--- config.mk ---
export PLATFORM = sky130hd
export DESIGN_NAME = pipe_stage_skid_reg
export DESIGN_NICKNAME = d
export VERILOG_FILES = /design/src/rtl/pipe_stage_skid_reg.sv
export SDC_FILE = /design/constraint.sdc
export NUM_CORES = 1
export LEC_CHECK = 0
export CORE_MARGIN = 5
export CORE_UTILIZATION = 44
export DETAILED_ROUTE_END_ITERATION = 16
export GPL_TIMING_DRIVEN = 0
export PLACE_DENSITY = 0.83
export SKIP_CTS_REPAIR_TIMING = 1
export SLEW_MARGIN = 30
export SYNTH_ARGS = -nofsm -noshare
export SYNTH_HDL_FRONTEND = slang
export SYNTH_SLANG_ARGS = --single-unit
--- constraint.sdc ---
create_clock -name clk -period 2.5 [get_ports clk]
set_input_delay 0.625 -clock clk [delete_from_list [all_inputs] [get_ports clk]]
set_output_delay 0.625 -clock clk [all_outputs]
set_load 0.01 [all_outputs]
--- src/rtl/pipe_stage_skid_reg.sv ---
// Pipeline-stage register with valid/ready handshake, 2-entry skid buffer,
// synchronous flush to bubbles and a saturating count of flushed entries.
//
// Ports:
//   clk, reset     : clock, synchronous active-high reset
//   flush          : kill held entries and the current input transfer
//   in_valid/ready : upstream handshake (in_ready registered, = ~skid valid)
//   in_ctrl/data   : upstream control bundle and payload
//   out_valid/ready: downstream handshake (out_valid registered)
//   out_ctrl/data  : main-slot control and payload, zero when not valid
//   drop_count     : saturating count of entries discarded by flush
module pipe_stage_skid_reg #(
    parameter int CTRL_W = 11,
    parameter int DATA_W = 32,
    parameter int CNT_W  = 8
) (
    input  logic              clk,
    input  logic              reset,
    input  logic              flush,
    input  logic              in_valid,
    output logic              in_ready,
    input  logic [CTRL_W-1:0] in_ctrl,
    input  logic [DATA_W-1:0] in_data,
    output logic              out_valid,
    input  logic              out_ready,
    output logic [CTRL_W-1:0] out_ctrl,
    output logic [DATA_W-1:0] out_data,
    output logic [CNT_W-1:0]  drop_count
);

    logic              m_v, s_v;
    logic [CTRL_W-1:0] m_ctrl, s_ctrl;
    logic [DATA_W-1:0] m_data, s_data;
    logic [CNT_W-1:0]  cnt;

    logic              m_v_n, s_v_n;
    logic [CTRL_W-1:0] m_ctrl_n, s_ctrl_n;
    logic [DATA_W-1:0] m_data_n, s_data_n;
    logic [CNT_W-1:0]  cnt_n;

    logic              push, pop;
    logic [1:0]        dropped;
    logic [CNT_W:0]    sum;

    assign in_ready   = ~s_v;
    assign out_valid  = m_v;
    assign out_ctrl   = m_v ? m_ctrl : '0;
    assign out_data   = m_v ? m_data : '0;
    assign drop_count = cnt;

    assign push = in_valid & ~s_v;
    assign pop  = m_v & out_ready;

    // Entries lost on flush: unpopped main, skid, and the accepted input.
    assign dropped = {1'b0, m_v & ~pop} + {1'b0, s_v} + {1'b0, push};
    assign sum     = {1'b0, cnt} + (CNT_W+1)'(dropped);

    always_comb begin
        m_v_n    = m_v;
        m_ctrl_n = m_ctrl;
        m_data_n = m_data;
        s_v_n    = s_v;
        s_ctrl_n = s_ctrl;
        s_data_n = s_data;
        cnt_n    = cnt;

        if (flush) begin
            m_v_n    = 1'b0;
            m_ctrl_n = '0;
            m_data_n = '0;
            s_v_n    = 1'b0;
            s_ctrl_n = '0;
            s_data_n = '0;
            // Top bit set means the sum passed the counter range.
            cnt_n    = sum[CNT_W] ? '1 : sum[CNT_W-1:0];
        end else if (s_v) begin
            if (pop) begin
                m_v_n    = 1'b1;
                m_ctrl_n = s_ctrl;
                m_data_n = s_data;
                s_v_n    = 1'b0;
                s_ctrl_n = '0;
                s_data_n = '0;
            end
        end else if (push) begin
            if (!m_v || pop) begin
                m_v_n    = 1'b1;
                m_ctrl_n = in_ctrl;
                m_data_n = in_data;
            end else begin
                s_v_n    = 1'b1;
                s_ctrl_n = in_ctrl;
                s_data_n = in_data;
            end
        end else if (pop) begin
            m_v_n    = 1'b0;
            m_ctrl_n = '0;
            m_data_n = '0;
        end
    end

    always_ff @(posedge clk) begin
        if (reset) begin
            m_v    <= 1'b0;
            m_ctrl <= '0;
            m_data <= '0;
            s_v    <= 1'b0;
            s_ctrl <= '0;
            s_data <= '0;
            cnt    <= '0;
        end else begin
            m_v    <= m_v_n;
            m_ctrl <= m_ctrl_n;
            m_data <= m_data_n;
            s_v    <= s_v_n;
            s_ctrl <= s_ctrl_n;
            s_data <= s_data_n;
            cnt    <= cnt_n;
        end
    end

endmodule

==> load_flow_metrics.sql <==
INSERT INTO impl_metrics (metric_group, metric, value, unit) VALUES
('die', 'initial_core_util', '45.2', '%'),
('route', 'post-route-drc-count', '0', ''),
('setup_path', 'critPathCaptureType', 'output port', ''),
('finish', 'post_route_design_area', '0.00528', 'sq mm'),
('global_route', 'first_pass_grt_wire_length', '16800', 'um'),
('outcome', 'run_status', 'finished clean', ''),
('die', 'die-height', '105', 'um'),
('clocking', 'clkLatencyLatePin', '360', 'ps'),
('setup_path', 'crit_path_top_delay_cell', 'clkdlybuf4s50_1', ''),
('finish', 'fin_util', '60.6', '%'),
('die', 'core_region_area', '0.00872', 'sq mm'),
('worst_hold_path', 'startpoint_of_the_most_critical_hold_path', 'reset', ''),
('setup_path', 'data_arrival_at_the_endpoint_of_the_critical_path', '1760', 'ps'),
('placement', 'postPlaceCellArea', '0.00507', 'sq mm'),
('sta', 'max-slew-margin-rel', '58.2', '%'),
('setup_path', 'r2r_start', 'out_valid$_SDFFE_PP0P_', ''),
('yosys', 'synthesis.instances', '402', ''),
('setup_path', 'r2r_slack', '160', 'ps'),
('setup_path', 'regToRegEndpoint', 'drop_count[4]$_SDFFE_PP0P_', ''),
('setup_path', 'critical_path.max_stage_delay', '530', 'ps'),
('placement', 'place.gp.congestion', '0.803', ''),
('die', 'number_of_rows_created_at_floorplan', '34', ''),
('finish', 'layout.cells.non_filler', '626', ''),
('sta', 'final_setup_violation_count', '0', ''),
('route', 'num_vias', '3463', ''),
('finish', 'final_common_cell', 'clkdlybuf4s50_1', ''),
('clocking', 'largest_buffer_count_on_any_clock_path', '2', ''),
('worst_hold_path', 'min-delay-path-class', 'primary input to flop', ''),
('route', 'drt_pre_antenna_iters', '5', ''),
('setup_path', 'setup.worst_path.start_class', 'flop', ''),
('sta', 'max_freq', '0.419', 'GHz'),
('placement', 'detailedPlacementHpwl', '7390', 'um'),
('sta', 'worst_slew_pin_slew', '624', 'ps'),
('yosys', 'post_synth_instance_area', '0.00395', 'sq mm'),
('pwr', 'fin_total_pwr', '2.86', 'mW'),
('setup_path', 'maximum_fanout_count_along_the_critical_path', '13', ''),
('sta', 'finalWorstPathRequiredPeriod', '2390', 'ps'),
('pwr', 'p_per_area', '542', 'mW/mm^2'),
('die', 'die-width', '105', 'um'),
('placement', 'io_buffer_count', '99', ''),
('placement', 'dpl.cell_count', '609', ''),
('route', 'wl', '9940', 'um'),
('sta', 'clock-skew-final', '8.88', 'ps'),
('yosys', 'syn_warnings', '0', ''),
('yosys', 'synth_edf_count', '0', ''),
('clocking', 'cts.root.buffer_cell', 'clkbuf_8', ''),
('global_route', 'gr-usage-all-layers', '18.1', '%'),
('yosys', 'yosys_register_bits', '96', ''),
('yosys', 'synth-main-ff-cell', 'dfxtp_1', ''),
('clocking', 'cts.sinks', '96', ''),
('route', 'detailedRoute.firstIterationViolations', '121', ''),
('yosys', 'synth.distinct_cells', '32', ''),
('global_route', 'grt_pass1_vias', '3494', ''),
('pwr', 'max-vdd-ir-drop', '0.334', 'mV'),
('finish', 'layout.area.seq', '0.00193', 'sq mm'),
('yosys', 'synth.net_count', '454', ''),
('setup_path', 'timing.setup.critical_path_class', 'flop to output port', ''),
('clocking', 'cts_htree_levels', '3', ''),
('pwr', 'static-leakage-power', '1.98', 'nW'),
('global_route', 'grt-ovfl-total', '0', ''),
('route', 'vias_per_cell', '5.53', ''),
('yosys', 'ys_async_sr_fraction', '0', '%'),
('flow_run', 'drv_cap', '0', ''),
('route', 'ant_nets', '0', ''),
('yosys', 'netlist.area_leader.share', '48.7', '%'),
('finish', 'total_area_of_multi_input_combinational_cells', '0.00180', 'sq mm'),
('yosys', 'synth.top_cells.by_area', 'dfxtp_1 49%, a22o_1 9.5%, a211oi_1 8.8%', ''),
('setup_path', 'ff2ff_path_depth', '7', ''),
('finish', 'area_growth_syn_to_layout', '33.9', '%'),
('clocking', 'tritoncts_clock_tree', 'yes', ''),
('sta', 'timing.final.max_slew_violations', '0', '');
==> metal layers <==
layer	vias up	GRT usage (%)	wire (um)
met5	-	0	0
met4	0	6.21	153
met3	11	5.24	652
met2	89	29.5	4750
met1	1658	23.0	4380
li1	1705	-	-
==> final cells by class <==
cell class	count	area share, %
antenna	1	0.0474
buffer	34	3.79
clock buffer	10	2.42
clock inverter	6	0.947
inverter	3	0.261
multi-input combinational	265	34.2
sequential	96	36.5
tap	108	2.56
timing repair buffer	103	19.4
==> kinds of logic after synthesis <==
group	share of synthesized area, %
xor+xnor	0.444
compound gates	28.8
fa+ha+maj	1.65
buf+inv	5.68
simple gates	14.7
flops	48.7
==> synth_stat cells (3+ instances only) <==
cell type   n
dfxtp_1    96
nor2_1     47
a211oi_1   46
a22o_1     43
a22oi_1    43
and2_1     43
clkbuf_1   16
buf_2      11
a21oi_1     8
nand2_1     6
buf_4       5
buf_6       5
nor3_1      4
a31oi_1     3
nor2b_1     3
==> registers in the layout (all words and copies together), names as in the netlist <==
name and count:
s_data 32, s_v 1, s_ctrl 11, m_ctrl 11, m_data 32, out_valid 1, drop_count 8
==> power breakdown <==
part	internal (mW)	switching, mW
logic	0.164	0.179
clock network	0.375	0.552
registers	1.57	0.0234
==> how the worst max path moves through the flow <==
stage | to | from | cells after the start | slack, ps
5_1_grt | out_data[10] | out_valid$_SDFFE_PP0P_ | 3 | -7
6_report | out_data[3] | out_valid$_SDFFE_PP0P_ | 3 | 110
2_1_floorplan | drop_count[4]$_SDFFE_PP0P_ | out_ready | 8 | 6
3_5_place_dp | drop_count[4]$_SDFFE_PP0P_ | out_ready | 9 | -710
3_3_place_gp | drop_count[4]$_SDFFE_PP0P_ | out_ready | 9 | -700
4_1_cts | drop_count[4]$_SDFFE_PP0P_ | out_ready | 9 | -360
==> metrics by stage <==
step	setup WS, ps	setup TNS [ps]	hold WS [ps]
finish	112	0	463
global route	-6.69	-8.57	462
CTS	-360	-8510	453
detailed placement	-713	-4350	464
global placement	-699	-4160	461
floorplan	5.76	0	450
(Power assumes the default switching activity.)
